$ cat config.mk
export PLATFORM = sky130hd
export DESIGN_NAME = if_fetch_queue
export DESIGN_NICKNAME = d
export VERILOG_FILES = /design/src/rtl/if_pkg.sv /design/src/rtl/if_queue.sv /design/src/rtl/if_fetch_queue.sv
export SDC_FILE = /design/constraint.sdc
export NUM_CORES = 1
export LEC_CHECK = 0
export ABC_CLOCK_PERIOD_IN_PS = 3800
export BUFFER_PORTS_ARGS = -buffer_cell sky130_fd_sc_hd__buf_2
export CAP_MARGIN = 25
export CORE_ASPECT_RATIO = 1.2
export CORE_MARGIN = 2
export CORE_UTILIZATION = 50
export DETAILED_ROUTE_END_ITERATION = 8
export PLACE_DENSITY = 0.69
export SYNTH_ARGS = -nofsm -noshare
export SYNTH_HDL_FRONTEND = slang
export SYNTH_SLANG_ARGS = --single-unit
$ cat constraint.sdc
create_clock -name cpu_clk -period 3.8 [get_ports cpu_clk]
set_input_delay 0.76 -clock cpu_clk [delete_from_list [all_inputs] [get_ports cpu_clk]]
set_output_delay 0.76 -clock cpu_clk [all_outputs]
set_load 0.01 [all_outputs]
$ cat src/rtl/if_pkg.sv
// Shared types for the instruction-fetch front end: queue entry layout,
// fetch FSM encoding, default widths and a counter-width helper.
// No logic, no latency, no backpressure; imported by if_queue and if_fetch_queue.
package if_pkg;

  localparam int PC_W_DEF   = 30;
  localparam int INSN_W_DEF = 32;
  localparam int DEPTH_DEF  = 4;

  // Entry layout at the default widths; the top rebuilds the same shape
  // at its own parameterised widths.
  typedef struct packed {
    logic [PC_W_DEF-1:0]   pc;
    logic [INSN_W_DEF-1:0] insn;
  } fetch_entry_t;

  typedef enum logic [1:0] {
    BOOT  = 2'd0,
    RUN   = 2'd1,
    DRAIN = 2'd2
  } fetch_state_e;

  // Width of a counter that must hold 0..depth inclusive.
  function automatic int cnt_w(input int depth);
    return $clog2(depth) + 1;
  endfunction

endpackage

$ cat src/rtl/if_queue.sv
// Synchronous FIFO holding fetched {pc, insn} entries, generic in entry type.
// Latency: a push is visible at head_dat the cycle after; pop advances on the clock edge.
// Backpressure: none internally; callers must not push when full (credit-managed upstream).
// Ports: cpu_clk/cpu_rstn, clear (drops all entries), push/push_dat, pop,
//        head_dat (oldest entry), occupancy, full, empty.
module if_queue #(
  parameter type entry_t = logic [61:0],
  parameter int  DEPTH   = 4
) (
  input  logic                   cpu_clk,
  input  logic                   cpu_rstn,
  input  logic                   clear,
  input  logic                   push,
  input  entry_t                 push_dat,
  input  logic                   pop,
  output entry_t                 head_dat,
  output logic [$clog2(DEPTH):0] occupancy,
  output logic                   full,
  output logic                   empty
);

  localparam int AW = $clog2(DEPTH);

  entry_t        mem_q [DEPTH];
  entry_t        mem_d [DEPTH];
  logic [AW-1:0] wr_ptr_q, wr_ptr_d;
  logic [AW-1:0] rd_ptr_q, rd_ptr_d;
  logic [AW:0]   count_q, count_d;
  logic          do_push, do_pop;

  assign full      = (count_q == (AW+1)'(DEPTH));
  assign empty     = (count_q == '0);
  assign occupancy = count_q;
  assign head_dat  = mem_q[rd_ptr_q];

  assign do_push = push && !full;
  assign do_pop  = pop && !empty;

  always_comb begin
    mem_d    = mem_q;
    wr_ptr_d = wr_ptr_q;
    rd_ptr_d = rd_ptr_q;
    count_d  = count_q;
    if (clear) begin
      wr_ptr_d = '0;
      rd_ptr_d = '0;
      count_d  = '0;
    end else begin
      if (do_push) begin
        mem_d[wr_ptr_q] = push_dat;
        // DEPTH is a power of two, so pointers wrap naturally.
        wr_ptr_d        = wr_ptr_q + AW'(1);
      end
      if (do_pop) begin
        rd_ptr_d = rd_ptr_q + AW'(1);
      end
      case ({do_push, do_pop})
        2'b10:   count_d = count_q + (AW+1)'(1);
        2'b01:   count_d = count_q - (AW+1)'(1);
        default: count_d = count_q;
      endcase
    end
  end

  always_ff @(posedge cpu_clk or negedge cpu_rstn) begin
    if (!cpu_rstn) begin
      for (int i = 0; i < DEPTH; i++) begin
        mem_q[i] <= '0;
      end
      wr_ptr_q <= '0;
      rd_ptr_q <= '0;
      count_q  <= '0;
    end else begin
      mem_q    <= mem_d;
      wr_ptr_q <= wr_ptr_d;
      rd_ptr_q <= rd_ptr_d;
      count_q  <= count_d;
    end
  end

endmodule

$ cat src/rtl/if_fetch_queue.sv
// Instruction-fetch front end: in-order imem requests, DEPTH-entry {pc, insn} queue, one insn/cycle to decode.
// Latency: gnt -> rvalid (memory) -> queue push -> output register; if_en rises 2 cycles after the rvalid cycle starts.
// Backpressure: stall holds the output; requests stop once queue occupancy + outstanding reaches DEPTH.
// Ports: cpu_clk, cpu_rstn (async, active-low); imem_req/imem_addr/imem_gnt request side;
//        imem_rvalid/imem_rdata in-order responses; stall, flush/new_pc, br_taken/br_addr from the
//        pipeline; if_pc/if_insn/if_en towards decode.
// Optional: define IF_FETCH_PERF_EN to add perf_bubble_cnt and perf_redirect_cnt (saturating) outputs.
module if_fetch_queue
  import if_pkg::*;
#(
  parameter int              PC_W     = PC_W_DEF,
  parameter int              INSN_W   = INSN_W_DEF,
  parameter int              DEPTH    = DEPTH_DEF,
  parameter logic [PC_W-1:0] RESET_PC = '0
) (
  input  logic              cpu_clk,
  input  logic              cpu_rstn,
  output logic              imem_req,
  output logic [PC_W-1:0]   imem_addr,
  input  logic              imem_gnt,
  input  logic              imem_rvalid,
  input  logic [INSN_W-1:0] imem_rdata,
  input  logic              stall,
  input  logic              flush,
  input  logic [PC_W-1:0]   new_pc,
  input  logic              br_taken,
  input  logic [PC_W-1:0]   br_addr,
  output logic [PC_W-1:0]   if_pc,
  output logic [INSN_W-1:0] if_insn,
  output logic              if_en
`ifdef IF_FETCH_PERF_EN
  ,
  output logic [31:0]       perf_bubble_cnt,
  output logic [31:0]       perf_redirect_cnt
`endif
);

  localparam int CNT_W = cnt_w(DEPTH);

  typedef struct packed {
    logic [PC_W-1:0]   pc;
    logic [INSN_W-1:0] insn;
  } q_entry_t;

  fetch_state_e      state_q, state_d;
  logic [PC_W-1:0]   fpc_q, fpc_d;
  logic [PC_W-1:0]   rpc_q, rpc_d;
  logic [CNT_W-1:0]  outstanding_q, outstanding_d;
  logic [CNT_W-1:0]  drop_cnt_q, drop_cnt_d;
  logic [PC_W-1:0]   if_pc_q, if_pc_d;
  logic [INSN_W-1:0] if_insn_q, if_insn_d;
  logic              if_en_q, if_en_d;

  logic              redirect;
  logic [PC_W-1:0]   redirect_pc;
  logic              req_grant;
  logic              rsp_ok;
  logic              rsp_drop;
  logic              credit_ok;
  logic              advance;
  logic [CNT_W:0]    inflight;

  logic              q_push, q_pop, q_full, q_empty;
  q_entry_t          q_push_dat, q_head;
  logic [CNT_W-1:0]  q_occupancy;

  // flush wins over br_taken; neither is gated by stall.
  assign redirect    = flush | br_taken;
  assign redirect_pc = flush ? new_pc : br_addr;

  assign req_grant = imem_req & imem_gnt;
  // A response with nothing outstanding is spurious and ignored.
  assign rsp_ok    = imem_rvalid & (outstanding_q != '0);

  // Every request in flight already owns a queue slot, so a response can always be pushed.
  assign inflight  = (CNT_W+1)'(q_occupancy) + (CNT_W+1)'(outstanding_q);
  assign credit_ok = (inflight < (CNT_W+1)'(DEPTH));

  // The output register takes a new head when empty or when decode accepts the current one.
  assign advance = !if_en_q || !stall;

  assign q_push     = rsp_ok && !rsp_drop && !redirect;
  assign q_pop      = advance && !q_empty && !redirect;
  assign q_push_dat = '{pc: rpc_q, insn: imem_rdata};

  if_queue #(
    .entry_t (q_entry_t),
    .DEPTH   (DEPTH)
  ) u_queue (
    .cpu_clk   (cpu_clk),
    .cpu_rstn  (cpu_rstn),
    .clear     (redirect),
    .push      (q_push),
    .push_dat  (q_push_dat),
    .pop       (q_pop),
    .head_dat  (q_head),
    .occupancy (q_occupancy),
    .full      (q_full),
    .empty     (q_empty)
  );

  // FSM state register
  always_ff @(posedge cpu_clk or negedge cpu_rstn) begin
    if (!cpu_rstn) begin
      state_q <= BOOT;
    end else begin
      state_q <= state_d;
    end
  end

  // FSM next state: DRAIN exactly while wrong-path responses remain to be dropped.
  always_comb begin
    state_d = state_q;
    case (state_q)
      BOOT:       state_d = RUN;
      RUN, DRAIN: state_d = (drop_cnt_d != '0) ? DRAIN : RUN;
      default:    state_d = BOOT;
    endcase
  end

  // FSM outputs
  always_comb begin
    imem_req = 1'b0;
    rsp_drop = 1'b0;
    case (state_q)
      RUN: begin
        imem_req = credit_ok;
      end
      DRAIN: begin
        imem_req = credit_ok;
        rsp_drop = rsp_ok;
      end
      default: begin
        imem_req = 1'b0;
      end
    endcase
  end

  // Datapath next-state
  always_comb begin
    fpc_d         = fpc_q;
    rpc_d         = rpc_q;
    outstanding_d = outstanding_q;
    drop_cnt_d    = drop_cnt_q;
    if_pc_d       = if_pc_q;
    if_insn_d     = if_insn_q;
    if_en_d       = if_en_q;

    case ({req_grant, rsp_ok})
      2'b10:   outstanding_d = outstanding_q + CNT_W'(1);
      2'b01:   outstanding_d = outstanding_q - CNT_W'(1);
      default: outstanding_d = outstanding_q;
    endcase

    if (req_grant) begin
      fpc_d = fpc_q + PC_W'(1);
    end
    if (q_push) begin
      rpc_d = rpc_q + PC_W'(1);
    end
    if (rsp_drop) begin
      drop_cnt_d = drop_cnt_q - CNT_W'(1);
    end

    if (advance) begin
      if (!q_empty) begin
        if_pc_d   = q_head.pc;
        if_insn_d = q_head.insn;
        if_en_d   = 1'b1;
      end else begin
        if_en_d   = 1'b0;
      end
    end

    // Every request still in flight after this edge belongs to the old path.
    // outstanding_d already excludes this cycle's response and includes this
    // cycle's grant, and it replaces (not adds to) any drop count left over.
    if (redirect) begin
      fpc_d      = redirect_pc;
      rpc_d      = redirect_pc;
      drop_cnt_d = outstanding_d;
      if_pc_d    = redirect_pc;
      if_insn_d  = '0;
      if_en_d    = 1'b0;
    end
  end

  always_ff @(posedge cpu_clk or negedge cpu_rstn) begin
    if (!cpu_rstn) begin
      fpc_q         <= RESET_PC;
      rpc_q         <= RESET_PC;
      outstanding_q <= '0;
      drop_cnt_q    <= '0;
      if_pc_q       <= '0;
      if_insn_q     <= '0;
      if_en_q       <= 1'b0;
    end else begin
      fpc_q         <= fpc_d;
      rpc_q         <= rpc_d;
      outstanding_q <= outstanding_d;
      drop_cnt_q    <= drop_cnt_d;
      if_pc_q       <= if_pc_d;
      if_insn_q     <= if_insn_d;
      if_en_q       <= if_en_d;
    end
  end

  assign imem_addr = fpc_q;
  assign if_pc     = if_pc_q;
  assign if_insn   = if_insn_q;
  assign if_en     = if_en_q;

`ifdef IF_FETCH_PERF_EN
  logic [31:0] perf_bubble_q, perf_bubble_d;
  logic [31:0] perf_redirect_q, perf_redirect_d;

  always_comb begin
    perf_bubble_d   = perf_bubble_q;
    perf_redirect_d = perf_redirect_q;
    if (!stall && !if_en_q && (state_q != BOOT) && (perf_bubble_q != '1)) begin
      perf_bubble_d = perf_bubble_q + 32'd1;
    end
    if (redirect && (perf_redirect_q != '1)) begin
      perf_redirect_d = perf_redirect_q + 32'd1;
    end
  end

  always_ff @(posedge cpu_clk or negedge cpu_rstn) begin
    if (!cpu_rstn) begin
      perf_bubble_q   <= '0;
      perf_redirect_q <= '0;
    end else begin
      perf_bubble_q   <= perf_bubble_d;
      perf_redirect_q <= perf_redirect_d;
    end
  end

  assign perf_bubble_cnt   = perf_bubble_q;
  assign perf_redirect_cnt = perf_redirect_q;
`endif

  // A response with no request in flight indicates a memory-side protocol error.
  a_no_spurious_rsp: assert property (@(posedge cpu_clk) disable iff (!cpu_rstn)
    !(imem_rvalid && (outstanding_q == '0)));

  // The credit rule must make a push into a full queue impossible.
  a_push_has_room: assert property (@(posedge cpu_clk) disable iff (!cpu_rstn)
    !(q_push && q_full));

endmodule

; ---- Word-level counts from Yosys, hierarchy flattened
; Index checks and enable logic that the tools add are counted.
[totals]
regBits = 386
[op_classes]
addsub = 10
n_lt_le_gt_ge = 4
n_eq_ne = 8
n_mux = 33
bitwise = 6
n_reduce_logical = 27
[op_table]
columns = op, count
row1 = bitwise mux 248 bit, 1
row2 = two-way mux 30 bit, 8
row3 = two-way mux 62 bit, 3
row4 = binary-select mux 62 bit (select 2 bit), 1
row5 = demux 62 bit (select 2 bit), 1
row6 = two-way mux 32 bit, 3
row7 = adder 30 x 1 -> 30 bit (second input constant), 2
row8 = one-hot mux 3 bit (2 select lines), 2
row9 = two-way mux 2 bit, 5
row10 = nonzero test 2 bit, 5
row11 = two-way mux 3 bit, 3
row12 = nonzero test 3 bit, 3
row13 = subtractor 3 x 1 -> 3 bit (second input constant), 3
row14 = logical AND 1 bit, 7
row15 = adder 3 x 1 -> 3 bit (second input constant), 2
row16 = == test 2 x 1 -> 1 bit (second input constant), 3
row17 = == test 2 bit (second input constant), 3
row18 = >= comparator 3 bit (second input constant), 2
row19 = logical NOT 1 bit, 6
row20 = NOT 2 -> 3 bit, 2
row21 = two-way mux 1 bit, 5
row22 = adder 2 x 1 -> 2 bit (second input constant), 2
row23 = adder 3 x 3 -> 4 bit, 1
row24 = less-than comparator 4 x 3 -> 1 bit (second input constant), 1
row25 = 12 further kinds, 14

; ---- Longest topological paths before layout
[depth]
ltp_word = 10
ltp_mapped = 15

; ---- Modules after synthesis
; From an unflattened synthesis, not the netlist that was laid out.
[hier_totals]
hier_cells = 1470
area_unflattened_um2 = 18934.4
[modules_own_cells]
columns = module, n_inst, cells_per_inst, area_per_inst_um2
row1 = if_queue, 1, 660, 11865.1
row2 = if_fetch_queue, 1, 810, 7069.3

; ---- Worst setup path after synthesis
; OpenSTA, ideal clock, no wires.
[synth_timing]
kind = register to register
start = register state_q[0]
end = register state_q[0]
setup_ps = 101
arrival_time_ps = 2808
t_required_ps = 3699
slack_ps = 891
stages_incl_launch_ff = 16
cell_sequence = dfrtp_1 inv_1 ha_1 nor4b_1 and3_1 buf_2 inv_1 buf_2 ha_1 inv_1 fa_1 xor2_1 nor2_1 xor2_1 mux2_2 o32ai_1
[synth_between]
elab_chain_cells = 10
[synth_rtl]
columns = item, line
row1 = from (decl), if_fetch_queue.sv:45  ; fetch_state_e state_q, state_d;
row2 = from (signal assigned), if_fetch_queue.sv:107  ; state_q <= state_d;
row3 = == test 2 bit or == test 2 x 1 -> 1 bit (tied branches), if_fetch_queue.sv:125  ; case (state_q)
row4 = OR reduction 2 bit (no source line) (*), --
row5 = two-way mux 1 bit (*), if_fetch_queue.sv:125
row6 = bitwise AND 1 bit (*), if_fetch_queue.sv:71  ; assign req_grant = imem_req & imem_gnt;
row7 = == test 2 x 1 -> 1 bit or == test 2 bit (tied branches), if_fetch_queue.sv:149  ; case ({req_grant, rsp_ok})
row8 = one-hot mux 3 bit (2 select lines) (*), if_fetch_queue.sv:149
row9 = via outstanding_d[2], if_fetch_queue.sv:48  ; logic [CNT_W-1:0] outstanding_q, outstanding_d;
row10 = two-way mux 3 bit (*), if_fetch_queue.sv:178  ; if (redirect) begin
row11 = via drop_cnt_d[2], if_fetch_queue.sv:49  ; logic [CNT_W-1:0] drop_cnt_q, drop_cnt_d;
row12 = nonzero test 3 bit (*), if_fetch_queue.sv:116  ; RUN, DRAIN: state_d = (drop_cnt_d != '0) ? DRAIN : RUN;
row13 = two-way mux 2 bit (*), if_fetch_queue.sv:116
row14 = one-hot mux 2 bit (2 select lines) (*), if_fetch_queue.sv:114  ; case (state_q)
row15 = via state_d[0], if_fetch_queue.sv:45
; Mark *: on every way through the listed nets, which the timed path passes. The rest lies on a longest branch.
; A chain may end at the register's enable or synchronous reset.

; ---- Final worst setup path
; Same ends and word-level chain as after synthesis.

==> flow_summary.toml <==
[clock_network]
path_clk_slew_ps = 50
htreeDepth = 2
clock-sinks = 386
hold_buffers = 0
clockBufferDepth = 3
cts_buffers = 41
cts_tree = "yes"
post-cts-setup-buffers = 0
clockRootBuffer = "clkbuf_16"
worstSkewPairLatency_ps = 530
ctsResizeCount = 0

[setup_path]
startpoint = "state_q[0]"
cp.buffers_inverters = 3
reg2reg_to = "state_q[0]"
critPathKind = "reg -> reg"
path_common_cell = "inv_1"
crit_arrival_ps = 3700
crit_path_start_kind = "register"
cpPeakStageDelay_ps = 400
r2r-start = "state_q[0]"
path_delay_family = "adder cells"
path_depth = 13
required_ps = 4210
ff2ff_path_depth = 13
slowest_stage = "inv_1"
crit_chain = "inv_1, ha_1, nor4b_1, and3_1, inv_1, ha_1, inv_1, fa_1, xor2_1, nor2_1, xor2_1, mux2_2, o32ai_1"
reg2reg_slack_ps = 510
crit_path_max_fanout = 12
setup.worst_path.end = "state_q[0]"
crit_path_end_kind = "register"

[drt]
num_vias = 13168
via_per_inst = 6.06
totalWireLength_um = 47400
drt_first_pass_iters = 5
ant_nets = 0
wl_per_cell_um = 21.8
first_iter_violations = 954
route.detailed.drc = 0

[yosys]
synth_top_area_cell = "dfrtp_1"
synthTopCellsByArea = "dfrtp_1, mux4_2, mux2_2"
synth-async-reset-ratio = 1.00
ys_seq_area_frac = 0.519
synth_edf_count = 0
syn_avg_cell_area_sq_um = 12.4
synth-seq-cells = 386
syn-num-nets = 1615
synth_cells = 1501
synth_area_sq_um = 18600
synthFlopType = "dfrtp_1"
synth_warnings = 0
ys_types = 60
synth_top_area_frac = 0.519

[die]
chipHeight_um = 215
core-area_sq_um = 36800
num_rows = 77
io_pins = 193
initial_core_util = 0.506
die_x_um = 180
dieArea_sq_um = 38800

[placed_design]
dpl_cell_area_sq_um = 20000
hpwlAfterDp_um = 31400
portBuffers = 192
post-place-cells = 2098
gp_congestion = 0.881

[sta]
relSlewSlack = 0.398
worst_pin_slew_ps = 901
slew_viol_final = 0
fin_setup_tns_ps = 0
fmax_ghz = 0.304
setup_violations = 0
finalClockSkew_ps = 20.2
final_hold_viol_count = 0
fin_crit_sh = 0.865
finalCriticalPeriod_ps = 3290
rsz0062_at_grt = "false"
fin_hold_ws_ps = 239

[pwr]
power_density_nw_per_um2 = 584
peakVddDrop_mv = 0.442
p_leak_nw = 10.1
p_total_mw = 12.5

[layout]
drive_gt1_frac = 0.326
area_growth_pct = 14.7
fin_area_sq_um = 21400
final_cells = 2172
final_common_cell = "dfrtp_1"
layout_common_cells = "dfrtp_1, buf_2, nand2_1"
final_net_count = 1781

[run]
drv_cap = 0

[grt]
gr-total-overflow = 0
grt_pass1_wl_um = 76300
grt_max_degree = 99
grt_pass1_vias = 13631
antenna_found_initial = 3
grtUsageTotal = 0.245

[worst_hold_path]
hold_class = "in -> async"

[status]
outcome = "complete, no violations"
[cell usage after synthesis, types with 18 or more instances]
cell      count
clkbuf_1     57
mux2_1       57
buf_6        23
nand3_1      26
mux4_2       63
o21ai_0      78
mux2_4       66
mux2_2      118
nor2_1       57
nand2_1     163
dfrtp_1     386
a21oi_1     130
nor3_1       20
inv_1        18
[cells by family after synthesis]
kind of cell	count (synthesis)	share of synthesized area
muxes	320	0.244
AOI/OAI and AO/OA	289	0.0906
and+or+nand+nor	357	0.0950
buffers and inverters	121	0.0349
xor gates and xnor gates	13	0.00611
adders and majority gates	15	0.0109
DFF	386	0.519
[state kept, by name (all words and copies together), names as in the netlist]
register and flops:
rpc_q 30, drop_cnt_q 3, if_en 1, u_queue.mem_q 248, u_queue.occupancy 3, outstanding_q 3, u_queue.rd_ptr_q 2, u_queue.wr_ptr_q 2
if_insn 32, if_pc 30, imem_addr 30, state_q 2
[through the flow]
stage          worst slack (ps)   util
2_1_floorplan               891      -
4_1_cts                     514  0.580
6_report                    511  0.580
3_3_place_gp                660  0.544
5_1_grt                     307  0.580
3_5_place_dp                520  0.544
[worst min path at each step]
stage / start / end / slack (ps) / depth (start not counted)
global placement: u_queue.mem_q[158] / u_queue.mem_q[158] / 460 / 2
finish: cpu_rstn / if_pc[5] / 240 / 1
detailed placement: u_queue.mem_q[238] / u_queue.mem_q[238] / 470 / 2
floorplan: u_queue.mem_q[114] / u_queue.mem_q[114] / 440 / 2
global route: cpu_rstn / if_pc[5] / 310 / 1
CTS: cpu_rstn / if_pc[7] / 280 / 1
[report_power, final]
part	switching, mW	internal (mW)
Clock	1.62	2.35
Sequential	0.617	4.94
Combinational	1.40	1.54
Total	3.64	8.82
[final cells by class]
cell class | instances | area, sq um
inverter | 18 | 67.6
antenna | 1 | 2.50
multi-input combinational | 994 | 8330
clock inverter | 13 | 139
sequential | 386 | 9660
timing repair buffer | 226 | 1350
fill | 2997 | 15400
tap | 474 | 593
clock buffer | 60 | 1210
[per-layer routing]
layer	wire length (um)	track usage	vias up
met4	1070	0.0672	2
li1	-	-	5826
met3	3230	0.0498	83
met2	23500	0.419	482
met5	16	0	-
met1	19600	0.319	6775
(Power assumes the default switching activity.)
